[src/rtl/cfu_issue.sv]
// cfu_issue: CPU-side initiator for the custom function unit port.
// Takes one op from execute, drives the CFU request bus until the CFU stops
// stalling (or a stall timeout expires), then holds the result for writeback.
// Ops never overlap: a new op is only accepted once the previous result has
// been consumed, so throughput is at most one op every three cycles.
module cfu_issue #(
  parameter int TIMEOUT = 256,
  parameter int TAG_W   = 5
) (
  input  logic             clk_i,
  input  logic             rst_i,
  input  logic             req_valid_i,
  output logic             req_ready_o,
  input  logic [2:0]       req_funct3_i,
  input  logic [6:0]       req_funct7_i,
  input  logic [31:0]      req_src1_i,
  input  logic [31:0]      req_src2_i,
  input  logic [TAG_W-1:0] req_tag_i,
  output logic             rsp_valid_o,
  input  logic             rsp_ready_i,
  output logic [31:0]      rsp_rslt_o,
  output logic [TAG_W-1:0] rsp_tag_o,
  output logic             rsp_err_o,
  output logic             cfu_en_o,
  output logic [2:0]       cfu_funct3_o,
  output logic [6:0]       cfu_funct7_o,
  output logic [31:0]      cfu_src1_o,
  output logic [31:0]      cfu_src2_o,
  input  logic             cfu_stall_i,
  input  logic [31:0]      cfu_rslt_i,
  output logic             busy_o,
  output logic [31:0]      op_count_o
);

  // Stall counter is just wide enough to reach TIMEOUT; one bit when the
  // timeout is disabled, where it simply saturates.
  localparam int CNT_W = (TIMEOUT == 0) ? 1 : $clog2(TIMEOUT + 1);
  localparam logic [CNT_W-1:0] CNT_MAX = '1;
  localparam logic [CNT_W:0]   TO_LIM  = (CNT_W + 1)'(TIMEOUT);

  typedef enum logic [1:0] {IDLE, ISSUE, RESP} state_t;

  state_t             state_reg;
  logic               req_ready_reg;
  logic               busy_reg;
  logic               cfu_en_reg;
  logic [2:0]         funct3_reg;
  logic [6:0]         funct7_reg;
  logic [31:0]        src1_reg;
  logic [31:0]        src2_reg;
  logic [TAG_W-1:0]   tag_reg;
  logic               rsp_valid_reg;
  logic [31:0]        rslt_reg;
  logic               err_reg;
  logic [CNT_W-1:0]   stall_cnt_reg;
  logic [31:0]        op_count_reg;
  logic               timeout_hit;

  // This stalled edge is the one that brings the stall count up to TIMEOUT.
  assign timeout_hit = (TIMEOUT != 0) && cfu_stall_i &&
                       (({1'b0, stall_cnt_reg} + 1'b1) == TO_LIM);

  // Single-process FSM; every output is a register so reset clears them
  // asynchronously (cfu_en_o drops the moment rst_i rises).
  always_ff @(posedge clk_i or posedge rst_i) begin
    if (rst_i) begin
      state_reg     <= IDLE;
      req_ready_reg <= 1'b1;
      busy_reg      <= 1'b0;
      cfu_en_reg    <= 1'b0;
      funct3_reg    <= '0;
      funct7_reg    <= '0;
      src1_reg      <= '0;
      src2_reg      <= '0;
      tag_reg       <= '0;
      rsp_valid_reg <= 1'b0;
      rslt_reg      <= '0;
      err_reg       <= 1'b0;
      stall_cnt_reg <= '0;
      op_count_reg  <= '0;
    end else begin
      case (state_reg)
        IDLE: begin
          if (req_valid_i) begin
            funct3_reg    <= req_funct3_i;
            funct7_reg    <= req_funct7_i;
            src1_reg      <= req_src1_i;
            src2_reg      <= req_src2_i;
            tag_reg       <= req_tag_i;
            stall_cnt_reg <= '0;
            cfu_en_reg    <= 1'b1;
            req_ready_reg <= 1'b0;
            busy_reg      <= 1'b1;
            state_reg     <= ISSUE;
          end
        end
        ISSUE: begin
          if (!cfu_stall_i || timeout_hit) begin
            // Result from the CFU, or a zero result flagged as an abort.
            rslt_reg      <= cfu_stall_i ? 32'd0 : cfu_rslt_i;
            err_reg       <= cfu_stall_i;
            cfu_en_reg    <= 1'b0;
            funct3_reg    <= '0;
            funct7_reg    <= '0;
            src1_reg      <= '0;
            src2_reg      <= '0;
            rsp_valid_reg <= 1'b1;
            state_reg     <= RESP;
          end else if (stall_cnt_reg != CNT_MAX) begin
            stall_cnt_reg <= stall_cnt_reg + 1'b1;
          end
        end
        RESP: begin
          if (rsp_ready_i) begin
            rsp_valid_reg <= 1'b0;
            op_count_reg  <= op_count_reg + 32'd1;
            req_ready_reg <= 1'b1;
            busy_reg      <= 1'b0;
            state_reg     <= IDLE;
          end
        end
        default: state_reg <= IDLE;
      endcase
    end
  end

  assign req_ready_o  = req_ready_reg;
  assign busy_o       = busy_reg;
  assign cfu_en_o     = cfu_en_reg;
  assign cfu_funct3_o = funct3_reg;
  assign cfu_funct7_o = funct7_reg;
  assign cfu_src1_o   = src1_reg;
  assign cfu_src2_o   = src2_reg;
  assign rsp_valid_o  = rsp_valid_reg;
  assign rsp_rslt_o   = rslt_reg;
  assign rsp_tag_o    = tag_reg;
  assign rsp_err_o    = err_reg;
  assign op_count_o   = op_count_reg;

endmodule
[config.mk]
export PLATFORM = sky130hd
export DESIGN_NAME = cfu_issue
export DESIGN_NICKNAME = d
export VERILOG_FILES = /design/src/rtl/cfu_issue.sv
export SDC_FILE = /design/constraint.sdc
export NUM_CORES = 1
export LEC_CHECK = 0
export ABC_AREA = 0
export CAP_MARGIN = 20
export CORE_ASPECT_RATIO = 0.9
export CORE_UTILIZATION = 39
export CTS_CLUSTER_DIAMETER = 150
export DETAILED_ROUTE_END_ITERATION = 8
export GPL_TIMING_DRIVEN = 0
export PLACE_DENSITY_LB_ADDON = 0.1
export SYNTH_ARGS = -nofsm -noshare
export SYNTH_HDL_FRONTEND = slang
export SYNTH_SLANG_ARGS = --single-unit
[constraint.sdc]
create_clock -name clk_i -period 5.1 [get_ports clk_i]
set_clock_uncertainty 0.1 [all_clocks]
set_input_delay 0.765 -clock clk_i [delete_from_list [all_inputs] [get_ports clk_i]]
set_output_delay 0.765 -clock clk_i [all_outputs]
set_load 0.005 [all_outputs]
==> flow_summary.toml <==
[min_path]
hp-start = "req_ready_o"
min_path_type = "reg -> reg"
whs_path_depth = 2
holdPathEnd = "req_ready_o"

[detailed_routing]
antenna_left = 0
routed_via_density = 4.973
first_pass_iters = 7
wl_um = 18450
drc = 28
vias = 5714
wl_per_cell_um = 16.06
drt_iter0_drc = 307

[setup_path]
r2r-end = "cfu_src1_o[11]"
reg2reg_slack_ns = 1.55
cp-start-kind = "flop"
cp_data_required_time_ns = 5.28
cp.arrival_ns = 3.73
cp_common_cell = "ha_1"
critPathMaxStageDelay_ns = 0.49
cpMaxStageDelayCell = "nor3_1"
crit_fanout = 10
crit_buf_inv = 2
reg2regPathDepth = 10
cp.depth = 10
r2r_start = "stall_cnt_reg[0]"
crit_chain = "ha_1, and4_1, ha_1, nand4_1, a211oi_1, nor3b_1, nor3_1, buf_2, buf_1, a21oi_1"
path_delay_family = "simple AND/OR/NAND/NOR gates"
crit_path_end_kind = "flop"
critPathKind = "reg -> reg"

[synthesis]
postSynthAreaPerCell_um2 = 10.18
synth_nets = 763
synth_cell_types = 47
ys_seq_area_share_pct = 60.80
synth_top_area_share_pct = 60.40
synth_seq_cells = 159
netlist_area_um2 = 6546
ys_warn_count = 0
synth_top_area_cell = "dfrtp_1"
synth_area_leaders = "dfrtp_1, nand2_1, a21oi_1"
synth_cells = 643

[power]
sequentialPowerShare_pct = 37.7
p_sw_mw = 1.645
swShare_pct = 31.65
p_leak_nw = 4.365
pwr_density_cell_nw_per_um2 = 514.4
combPwrFrac_pct = 38.2
p_int_mw = 3.553
ir_worst_vdd_mv = 0.2773
power_frac_clock_pct = 24.1

[status]
status = "complete, but fails checks"
violations = "DRC"

[floorplanning]
dieHeight_um = 124.9
die_x_um = 138.6
core_area_um2 = 16300
io_pins = 264
start_util_pct = 40.17
row_count = 44
fp.dieArea_um2 = 17310

[clock_tree]
cts_inserted_buffers = 17
path_clk_slew_ns = 0.06
clock_sinks = 159
cts_max_path_buffers = 2
cts_resized = 0
tritoncts = "built"
h-tree-depth = 4
hold_buffers = 0
cts-root-buf = "clkbuf_16"
insertion_delay_ns = 0.43
cts_setup_buffers = 0

[sta]
rsz0062_at_grt = "no"
tns_ns = 0
setup_ws_ns = 1.553
period_needed_ns = 3.547
fmax_ghz = 0.2820
slew_viol_final = 0
setup_viol = 0
relSlewSlack_pct = 33.20
finalHoldViolations = 0
worstMarginPinSlew_ns = 0.9953
min_period_over_period_pct = 69.54

[grt]
grt_max_degree = 44
antenna_found_initial = 0
track_usage_pct = 22.20
grt_pass1_wl_um = 29710
grt_overflow_total = 0
grt_pass1_vias = 5683

[final_layout]
area_delta_synth_final_pct = 54.36
design_area_um2 = 10100
post-route-util_pct = 62.01
n_antenna_cell = 0
final_cells = 1149
drive_gt1_share_pct = 5.839
final_common_cell = "clkdlybuf4s50_1"
final_cell_mix = "clkdlybuf4s50_1, nand2_1, dfrtp_1"
fin_nets = 1049

[run]
drv_cap = 0

[placed_design]
dpl.cell_count = 1117
portBuffers = 263
place_worst_setup_slack_ns = 1.654
gp_congestion = 0.8828
place_area_um2 = 9522
hpwl_um = 13920
[stage by stage]
step                      power [mW]  hold WS [ns]
after global routing           5.544        0.3915
after floorplan                2.773        0.3482
after detailed placement       3.985        0.3557
after CTS                      5.265        0.3645
final                          5.198        0.3612
after global placement         3.909        0.3469
[final cells by class]
cell class | instances | area [um2]
Clock buffer | 20 | 446.7
Sequential cell | 159 | 3980
Fill cell | 1357 | 6191
Timing Repair Buffer | 267 | 2713
Inverter | 8 | 33.78
Clock inverter | 12 | 136.4
Buffer | 36 | 151.4
Multi-Input combinational cell | 440 | 2385
Tap cell | 207 | 259.0
[synth_stat cells, drive strengths merged]
cell      n
o2111a    1
nor3      9
a22o     32
ha        4
nand3    16
buf      12
and2      1
nor4      1
nand4    10
a21oi    76
dfrtp   158
a22oi     2
xor2      7
a311o     1
mux2i     2
o31a      1
nand3b    1
or3       1
or4       2
xnor2    25
o221ai    1
o21a      1
and3b     2
a211oi    1
and3      3
a311oi    2
a31oi     1
clkbuf   24
o21ai    12
nor2     19
nor3b     4
nand2   191
inv       8
o22ai     1
dfstp     1
nand2b    5
and4      4
a211o     1
[power by group through the flow]
| stage | Combinational (mW) | Sequential (mW) | Clock [mW] |
|---|---|---|---|
| after floorplan | 0.790 | 1.98 | 0 |
| after global placement | 1.96 | 1.95 | 0 |
| after detailed placement | 2.01 | 1.98 | 0 |
| after CTS | 2.01 | 1.96 | 1.29 |
| after global routing | 2.17 | 2.02 | 1.35 |
| final | 1.99 | 1.96 | 1.25 |
[how the worst max path moves through the flow]
| stage | startpoint | end | slack [ns] |
|---|---|---|---|
| after floorplan | rst_i | busy_o | 2.22 |
| after global placement | rst_i | rsp_rslt_o[20] | 0.93 |
| after detailed placement | stall_cnt_reg[0] | cfu_src1_o[6] | 1.65 |
| after CTS | stall_cnt_reg[0] | cfu_src1_o[6] | 1.58 |
| after global routing | stall_cnt_reg[0] | cfu_src2_o[10] | 1.37 |
| final | stall_cnt_reg[0] | cfu_src1_o[11] | 1.55 |
[cell families (layout without fill, tap and decap cells)]
family	count (synthesis)	after routing	share of synthesized area, %
simple gates	269	269	18.20
xor+xnor	32	32	4.511
flops	159	159	60.80
fa+ha+maj	4	4	0.7646
compound gates	133	133	12.65
mux	2	2	0.3058
buf+inv	44	343	2.771
[tightest hold or removal path: cells and delay by family, from the launching register on]
kind             cells  cell delay [ns]
and+or+nand+nor      2             0.10
DFF                  1             0.37
[metal layers]
layer	global-route usage, %	wire length (um)	share of wire (%)
met2	37.56	9192	50
met4	7.931	358	1.9
met1	27.36	7977	43
met5	0	0	0
met3	5.959	920	5.0
(Power assumes the default switching activity.)
